**src/rtl/mem_access_unit.sv**
```systemverilog
// Memory-stage front end for a byte-addressed, word-wide data RAM: loads, stores, sub-word RMW stores.
// Optional MEM_ALIGN_CHECK_EN: misaligned halfword/word accesses abort with resp_err instead of being aligned down.
module mem_access_unit #(
  parameter int unsigned MEM_TOP = 63
) (
  input  logic        CLK,
  input  logic        nReset,
  input  logic        req_valid,
  output logic        req_ready,
  input  logic        req_write,
  input  logic [1:0]  req_size,
  input  logic        req_signed,
  input  logic [31:0] req_addr,
  input  logic [31:0] req_wdata,
  output logic        resp_valid,
  output logic [31:0] resp_rdata,
  output logic        resp_err,
  output logic [31:0] mem_addr,
  output logic [31:0] mem_wdata,
  output logic        mem_read,
  output logic        mem_write,
  input  logic [31:0] mem_rdata,
  output logic        busy
);

  typedef enum logic [2:0] {IDLE, LOAD, STORE, RMW_RD, RMW_WR, ERR} state_t;

  localparam logic [1:0] SZ_BYTE = 2'b00;
  localparam logic [1:0] SZ_HALF = 2'b01;
  localparam logic [1:0] SZ_WORD = 2'b10;
  localparam logic [1:0] SZ_BAD  = 2'b11;

  state_t      state, state_nxt;
  logic [1:0]  r_off;
  logic [1:0]  r_size;
  logic        r_signed;
  logic [15:0] r_wdata;

  logic [2:0]  nbytes;
  logic [32:0] end_addr;
  logic        illegal;
  logic [7:0]  byte_lane;
  logic [15:0] half_lane;
  logic [31:0] load_data;
  logic [31:0] merged;

  // NOTE: every signal assigned in always_comb gets a default first, so no path can infer a latch.
  always_comb begin
    nbytes   = 3'd4;
    illegal  = 1'b0;
    case (req_size)
      SZ_BYTE: nbytes = 3'd1;
      SZ_HALF: nbytes = 3'd2;
      default: nbytes = 3'd4;
    endcase
    // 33-bit sum so an address just below 2^32 cannot wrap into range.
    end_addr = {1'b0, req_addr} + {30'b0, nbytes} - 33'd1;
    if (req_size == SZ_BAD || end_addr > 33'(MEM_TOP)) illegal = 1'b1;
`ifdef MEM_ALIGN_CHECK_EN
    if (req_size == SZ_HALF && req_addr[0])         illegal = 1'b1;
    if (req_size == SZ_WORD && req_addr[1:0] != 2'b00) illegal = 1'b1;
`endif
  end

  // RAM is big-endian: byte offset 0 is bits 31:24; halfword lane follows addr[1].
  always_comb begin
    byte_lane = mem_rdata[31:24];
    case (r_off)
      2'd0: byte_lane = mem_rdata[31:24];
      2'd1: byte_lane = mem_rdata[23:16];
      2'd2: byte_lane = mem_rdata[15:8];
      default: byte_lane = mem_rdata[7:0];
    endcase
    half_lane = r_off[1] ? mem_rdata[15:0] : mem_rdata[31:16];

    case (r_size)
      SZ_BYTE: load_data = {{24{r_signed & byte_lane[7]}}, byte_lane};
      SZ_HALF: load_data = {{16{r_signed & half_lane[15]}}, half_lane};
      default: load_data = mem_rdata;
    endcase

    merged = mem_rdata;
    if (r_size == SZ_BYTE) begin
      case (r_off)
        2'd0: merged[31:24] = r_wdata[7:0];
        2'd1: merged[23:16] = r_wdata[7:0];
        2'd2: merged[15:8]  = r_wdata[7:0];
        default: merged[7:0] = r_wdata[7:0];
      endcase
    end else if (r_off[1]) begin
      merged[15:0] = r_wdata;
    end else begin
      merged[31:16] = r_wdata;
    end
  end

  always_comb begin
    state_nxt = state;
    case (state)
      IDLE: begin
        if (req_valid) begin
          if (illegal)                    state_nxt = ERR;
          else if (!req_write)            state_nxt = LOAD;
          else if (req_size == SZ_WORD)   state_nxt = STORE;
          else                            state_nxt = RMW_RD;
        end
      end
      RMW_RD:  state_nxt = RMW_WR;
      default: state_nxt = IDLE;
    endcase
  end

  // Strobes decode straight from state so reset removes them without waiting for a clock.
  assign req_ready = (state == IDLE);
  assign busy      = ~req_ready;
  assign mem_read  = (state == LOAD)  || (state == RMW_RD);
  assign mem_write = (state == STORE) || (state == RMW_WR);

  // NOTE: sequential state uses non-blocking assignments so all registers update from pre-edge values.
  always_ff @(posedge CLK or negedge nReset) begin
    if (!nReset) begin
      state      <= IDLE;
      r_off      <= 2'd0;
      r_size     <= SZ_BYTE;
      r_signed   <= 1'b0;
      r_wdata    <= 16'd0;
      resp_valid <= 1'b0;
      resp_err   <= 1'b0;
      resp_rdata <= 32'd0;
      mem_addr   <= 32'd0;
      mem_wdata  <= 32'd0;
    end else begin
      state      <= state_nxt;
      resp_valid <= 1'b0;
      resp_err   <= 1'b0;
      case (state)
        IDLE: begin
          if (req_valid) begin
            r_off    <= req_addr[1:0];
            r_size   <= req_size;
            r_signed <= req_signed;
            r_wdata  <= req_wdata[15:0];
            if (!illegal) begin
              mem_addr <= {req_addr[31:2], 2'b00};
              if (req_write && req_size == SZ_WORD) mem_wdata <= req_wdata;
            end
          end
        end
        LOAD: begin
          resp_valid <= 1'b1;
          resp_rdata <= load_data;
        end
        RMW_RD: mem_wdata <= merged;
        ERR: begin
          resp_valid <= 1'b1;
          resp_err   <= 1'b1;
          resp_rdata <= 32'd0;
        end
        default: begin
          resp_valid <= 1'b1;
          resp_rdata <= 32'd0;
        end
      endcase
    end
  end

endmodule

```
**config.mk**
```make
export PLATFORM = sky130hd
export DESIGN_NAME = mem_access_unit
export DESIGN_NICKNAME = d
export VERILOG_FILES = /design/src/rtl/mem_access_unit.sv
export SDC_FILE = /design/constraint.sdc
export NUM_CORES = 1
export LEC_CHECK = 0
export CAP_MARGIN = 0
export CORE_UTILIZATION = 50
export CTS_BUF_LIST = sky130_fd_sc_hd__clkbuf_2 sky130_fd_sc_hd__clkbuf_4 sky130_fd_sc_hd__clkbuf_8
export CTS_CLUSTER_DIAMETER = 50
export DETAILED_ROUTE_END_ITERATION = 12
export HOLD_SLACK_MARGIN = 0.1
export PLACE_DENSITY = 0.8
export SLEW_MARGIN = 20
export SYNTH_ARGS = -nofsm -noshare
export SYNTH_HDL_FRONTEND = slang
export SYNTH_SLANG_ARGS = --single-unit
```
**constraint.sdc**
```tcl
create_clock -name CLK -period 6.82 [get_ports CLK]
set_input_delay 2.046 -clock CLK [delete_from_list [all_inputs] [get_ports CLK]]
set_output_delay 2.046 -clock CLK [all_outputs]
set_load 0.05 [all_outputs]
```
==> impl_metrics.tcl, run 1 <==
set metrics [dict create \
    synth_area_sq_um 8730 \
    first_global_vias 8739 \
    worstPathCellList "clkdlybuf4s50_1, inv_1, ha_1, inv_1, ha_1, a211oi_1, o21ai_2, a211oi_2, a21oi_1, a221o_1, or3_4, or4_4, o311ai_1, o211ai_1" \
    irDropWorstVdd_mv 0.148 \
    drt-initial-drc-count 872 \
    multi_input_area_sq_um 5190 \
    viasPerCell 6.31 \
    grt_overflow 0 \
    worst-path-buf-inv 3 \
    grt_pass1_wl_um 46800 \
    drv_cap 0 \
    path_class "input pin to flip-flop" \
    clockBufferDepth 2 \
    post-route-period-util_pct 90.2 \
    nFillCells 1459 \
    ant_nets 0 \
    arrival_ns 6.48 \
    cp_slowest_cell "or4_4" \
    cp-endpoint "mem_wdata[11]" \
    routed-via-count 8960 \
    finalHoldViolCount 0 \
    startpoint_type "input pin" \
    boundaryPins 205 \
    core_sq_um 16800 \
    cp_num_cells 14 \
    fin_ws_ns 0.667 \
    die_x_um 134 \
    cpPeakStageDelay_ns 0.71 \
    end_kind "flip-flop" \
    synthTopCellsByArea "dfrtp_1, nand2_1, ha_1, mux2_1, o21ai_0" \
    max_slew_margin_pct 23.2 \
    tritoncts "done" \
    power_density_nw_per_um2 222 \
    clk_pin_slew_ns 0.08 \
    gp_congestion 0.954 \
    dp_hpwl_um 22100 \
    post-place-ws_ns 0.247 \
    initial_utilization_pct 51.9 \
    rsz0062_at_grt "false" \
    setup_viol 0 \
    post_cts_resize_count 0 \
    async_reset_ff_share_pct 100 \
    cts_setup_buffers 0 \
    critical_path.max_fanout 34 \
    path_delay_family "compound AO/OA/AOI/OAI gates" \
    worstSetupStartpoint "req_size[1]" \
    clock.fmax_mhz 163 \
    seq_area_sq_um 3000 \
    hold_ws_ns 0.468 \
    clk_latency_ns 0.46 \
    r2r_setup_slack_ns 3.78 \
    r2r_cells 6 \
    die_area_sq_um 18000 \
    fp-row-count 47 \
    antenna_found_initial 0 \
    status "finished clean" \
    fin_crit_ns 6.15 \
    diodes 0 \
    worst_ep_required_time_ns 7.15 \
    final_core_util_pct 66.7 \
    drv_slew 0 \
    grt_usage_pct 33.2 \
    synth_cell_types 75 \
    die_y_um 134 \
    synth-main-ff-cell "dfrtp_1" \
    ys_seq_elements 120 \
    synth.yosys.warnings 0 \
    r2r_end "mem_addr[29]" \
    hp-class "flip-flop to flip-flop" \
    synthCells 1027 \
    cts_root_buf "clkbuf_8" \
    synth_edf_count 0 \
    fin_skew_ns 0.0123 \
    fin_cells 1420 \
    cts_inserted_buffers 17 \
    synth_top_area_share_pct 34.4 \
    tightest_slew_ns 1.15 \
    drtPass1Iterations 5 \
    wl_per_cell_um 20.7 \
    setup_tns_ns 0 \
    synth.avg_cell_area_sq_um 8.50 \
    wirelength_um 29300 \
    ctsHoldBuffers 0 \
    grt_max_degree 83 \
    cts_sinks 120 \
    dp_cells 1389 \
    area_growth_syn_to_layout_pct 28.4 \
    p_leak_nw 4.88 \
    yosys.area.top_type "dfrtp_1" \
    ctsHtreeMaxLevel 4 \
    drive_gt1_share_pct 8.25 \
    drc_errors 0 \
    yosysSeqAreaShare_pct 34.4 \
    port_buffers 202 \
    r2r-start "state[1]" \
    nets 1326 \
]
-- worst min-delay path by stage --
stage	startpoint	endpoint	slack, ns	depth (start not counted)
after global placement	resp_rdata[26]	resp_rdata[26]	0.45	2
after floorplan	r_wdata[15]	r_wdata[15]	0.48	1
final	resp_rdata[21]	resp_rdata[21]	0.47	2
after detailed placement	resp_rdata[21]	resp_rdata[21]	0.46	2
after global routing	resp_rdata[17]	resp_rdata[17]	0.50	2
after CTS	resp_rdata[20]	resp_rdata[20]	0.47	2
-- metal layers --
metal	up-vias	GRT usage (%)	wire length, um
li1	4126	-	-
met1	4295	41.4	11900
met2	444	57.3	14300
met3	95	4.76	1970
met4	0	14.6	1170
met5	-	0	0
-- power by group --
group,internal (mW),switching (mW)
Clock,0.325,0.329
Combinational,0.359,0.608
Sequential,0.786,0.0775
-- cell type report --
| cell class | instances | share of cell area [%] |
|---|---|---|
| multi-input combinational | 780 | 46.3 |
| inverter | 51 | 1.71 |
| timing repair buffer | 218 | 19.3 |
| tap | 220 | 2.46 |
| clock inverter | 14 | 1.34 |
| sequential | 120 | 26.8 |
| clock buffer | 17 | 2.09 |
-- per-stage QoR --
stage	power [mW]	instance area, sq um
2_1_floorplan	1.49	8740
3_3_place_gp	1.82	10800
3_5_place_dp	1.83	10800
4_1_cts	2.48	11200
5_1_grt	2.60	11200
6_report	2.48	11200
-- cell usage after synthesis, types with 5 or more instances --
master	number
a211o_1	10
a211oi_1	10
a21o_1	11
a21oi_1	55
a221oi_1	8
a22o_1	8
a31oi_1	25
and2_1	6
and3_1	8
buf_2	20
clkbuf_1	47
dfrtp_1	120
ha_1	34
inv_1	51
mux2_1	29
mux2_2	25
mux2i_1	16
nand2_1	151
nand2b_1	8
nand3_1	19
nand4_1	19
nor2_1	66
nor3_1	12
nor4_1	24
o211ai_1	26
o21a_1	7
o21ai_0	58
o21ai_1	5
o221ai_1	16
o22a_1	7
o311ai_1	15
o31ai_1	5
or2_2	5
or3_1	23
xnor2_1	8
-- state kept, by name, summed over array words and instances (netlist names) --
name	count
mem_wdata	32
resp_rdata	32
mem_addr	30
r_wdata	16
state	3
r_off	2
r_size	2
r_signed	1
resp_err	1
resp_valid	1
-- cell families after synthesis --
| family | Yosys count | synth area share (%) |
|---|---|---|
| adders and majority gates | 35 | 5.10 |
| muxes | 71 | 9.05 |
| buffers and inverters | 128 | 6.26 |
| other | 1 | 0.0429 |
| AOI/OAI and AO/OA | 303 | 24.4 |
| xor gates and xnor gates | 9 | 0.902 |
| DFF | 120 | 34.4 |
| and+or+nand+nor | 360 | 19.8 |
-- layout by cell type (no fill, tap or decap), drive strengths merged, types with 16 or more instances in the layout --
cell	instances
a21oi	58
a31oi	25
buf	17
clkbuf	17
clkdlybuf4s50	201
dfrtp	120
ha	34
inv	53
mux2	54
mux2i	16
nand2	151
nand3	19
nand4	19
nor2	66
nor4	26
o211ai	26
o21ai	65
o221ai	16
o311ai	16
or3	24
-- worst reg2reg max path, stage by stage, from the launching register on --
cell	delay [ns]
dfrtp_1	0.49
or3_1	0.52
inv_1	0.12
and2_1	0.90
nand4_1	0.16
buf_4	0.34
mux2_1	0.39
No activity file was read; power rests on OpenSTA's default activity.
==> run 2: changes to the inputs <==
--- a/config.mk
+++ b/config.mk
@@ -6,12 +6,12 @@
 export NUM_CORES = 1
 export LEC_CHECK = 0
 export CAP_MARGIN = 0
-export CORE_UTILIZATION = 50
+export CORE_MARGIN = 5
+export CORE_UTILIZATION = 30
 export CTS_BUF_LIST = sky130_fd_sc_hd__clkbuf_2 sky130_fd_sc_hd__clkbuf_4 sky130_fd_sc_hd__clkbuf_8
 export CTS_CLUSTER_DIAMETER = 50
 export DETAILED_ROUTE_END_ITERATION = 12
 export HOLD_SLACK_MARGIN = 0.1
-export PLACE_DENSITY = 0.8
 export SLEW_MARGIN = 20
 export SYNTH_ARGS = -nofsm -noshare
 export SYNTH_HDL_FRONTEND = slang
==> run 2 against run 1 <==
  * Sequential power hardly changed
  * Maximum frequency is 1.8% lower
  * Total power is 4.1% higher
==> impl_metrics.tcl, run 2 (synthesis gave the netlist of run 1 again) <==
set metrics [dict create \
    status "finished clean" \
    fin_skew_ns 0.0150 \
    final_cell_mix "clkdlybuf4s50_1, nand2_1, dfrtp_1" \
    grt_pass1_wl_um 50100 \
    cts_root_buf "clkbuf_8" \
    timing.hold.worst.start "resp_rdata[22]" \
    r2r-start "state[1]" \
    viasPerCell 5.58 \
    die_area_sq_um 32600 \
    hp-class "flip-flop to flip-flop" \
    drv_cap 0 \
    worstPathCellList "clkdlybuf4s50_1, inv_1, ha_1, inv_1, ha_1, a211oi_1, o21ai_2, a211oi_2, a21oi_1, a221o_1, or3_4, or4_4, o311ai_1, o211ai_1" \
    r2r_end "mem_addr[13]" \
    arrival_ns 6.57 \
    gp_congestion 0.945 \
    diodes 0 \
    port_buffers 202 \
    rsz0062_at_grt "false" \
    startpoint_type "input pin" \
    drive_gt1_share_pct 8.17 \
    post-route-period-util_pct 91.9 \
    worst_ep_required_time_ns 7.13 \
    die_x_um 181 \
    grt_overflow 0 \
    setup_viol 0 \
    ant_nets 0 \
    design_area_sq_um 11400 \
    setup_tns_ns 0 \
    initial_utilization_pct 30.4 \
    clock.fmax_mhz 160 \
    grt_usage_pct 19.0 \
    wirelength_um 32000 \
    die_y_um 181 \
    grt_max_degree 74 \
    drt-initial-drc-count 750 \
    r2r_cells 6 \
    fp-row-count 62 \
    clockBufferDepth 2 \
    critical_path.max_fanout 34 \
    max_slew_margin_pct 31.5 \
    end_kind "flip-flop" \
    area_growth_syn_to_layout_pct 31.0 \
    tightest_slew_ns 1.03 \
    post_cts_resize_count 0 \
    core_sq_um 28700 \
    ctsHoldBuffers 0 \
    wl_per_cell_um 20.2 \
    cts_inserted_buffers 17 \
    drtPass1Iterations 8 \
    drv_slew 0 \
    drc_errors 0 \
    clk_latency_ns 0.45 \
    p_leak_nw 4.88 \
    layout_commonest_cell "clkdlybuf4s50_1" \
    finalHoldViolCount 0 \
    total_power_mw 2.58 \
    ctsHtreeMaxLevel 4 \
    antenna_found_initial 0 \
    nets 1325 \
    r2r_setup_slack_ns 3.77 \
    fin_crit_ns 6.27 \
    cpPeakStageDelay_ns 0.73 \
    power_density_nw_per_um2 226 \
    cts_sinks 120 \
    hold_path_depth 2 \
    dp_hpwl_um 24300 \
    tritoncts "done" \
    routed-via-count 8827 \
    boundaryPins 205 \
    placed_area_sq_um 11000 \
    reg_top3 "mem_wdata x32, resp_rdata x32, mem_addr x30" \
    first_global_vias 8749 \
    path_class "input pin to flip-flop" \
    cp_slowest_cell "or4_4" \
    irDropWorstVdd_mv 0.112 \
    clk_pin_slew_ns 0.09 \
    cts_setup_buffers 0 \
    min_to "resp_rdata[22]" \
]
## run 2: cell count changes in the layout (fill, tap and decap cells not counted), sizes merged
cell	change
clkbuf	+1
inv	+1
clkinvlp	+1
bufinv	+2
buf	-1
clkinv	-5
## run 2: final cells by class
cell class	count	area [sq um]
flip-flops and latches	120	3000
fillers	2957	17300
multi-input cells	780	5190
clock buffers	18	248
inverters	51	191
well taps	384	480
repair buffers	217	2140
clock inverters	13	194
## run 2: metal layers
layer	up-vias	wire length (um)	global-route usage, %
li1	4112	-	-
met1	4312	14100	25.1
met2	350	15200	31.7
met3	53	1740	3.59
met4	0	914	5.87
met5	-	0	0
## run 2: metrics by stage
step / setup WS (ns) / util (%) / hold WS, ns / std cells
floorplan: 1.26 / - / 0.481 / 1028
global placement: 0.0947 / 38.3 / 0.450 / 1552
detailed placement: 0.0687 / 38.3 / 0.456 / 1552
CTS: 0.535 / 39.9 / 0.477 / 1583
global route: 0.199 / 39.9 / 0.490 / 1583
finish: 0.552 / 39.9 / 0.472 / 1583
## run 2: how the worst max path moves through the flow
| stage | from | to | slack [ns] | cells past startpoint |
|---|---|---|---|---|
| finish | req_size[1] | mem_wdata[28] | 0.55 | 14 |
| global route | req_size[1] | mem_wdata[24] | 0.20 | 14 |
| CTS | req_size[1] | mem_wdata[28] | 0.53 | 14 |
| detailed placement | req_size[1] | mem_wdata[28] | 0.07 | 14 |
| global placement | req_size[1] | mem_wdata[28] | 0.09 | 14 |
| floorplan | req_size[1] | mem_wdata[24] | 1.26 | 17 |
## run 2: worst max-delay path: cells and delay by family
| family | cells | cell delay, ns |
|---|---|---|
| AOI/OAI and AO/OA | 7 | 2.05 |
| buffers and inverters | 3 | 0.79 |
| adders and majority gates | 2 | 0.59 |
| and+or+nand+nor | 2 | 1.09 |
## run 2: report_power, final
part | internal [mW] | switching, mW
clock network | 0.411 | 0.345
registers | 0.786 | 0.0751
logic | 0.357 | 0.610
==> run 3: changes to the inputs <==
--- a/config.mk
+++ b/config.mk
@@ -11,7 +11,7 @@
 export CTS_BUF_LIST = sky130_fd_sc_hd__clkbuf_2 sky130_fd_sc_hd__clkbuf_4 sky130_fd_sc_hd__clkbuf_8
 export CTS_CLUSTER_DIAMETER = 50
 export DETAILED_ROUTE_END_ITERATION = 12
-export HOLD_SLACK_MARGIN = 0.1
+export HOLD_SLACK_MARGIN = 0.08
 export SLEW_MARGIN = 20
 export SYNTH_ARGS = -nofsm -noshare
 export SYNTH_HDL_FRONTEND = slang
==> results of run 3 <==
No change in the layout: final DEF, timing and power equal those of run 2.
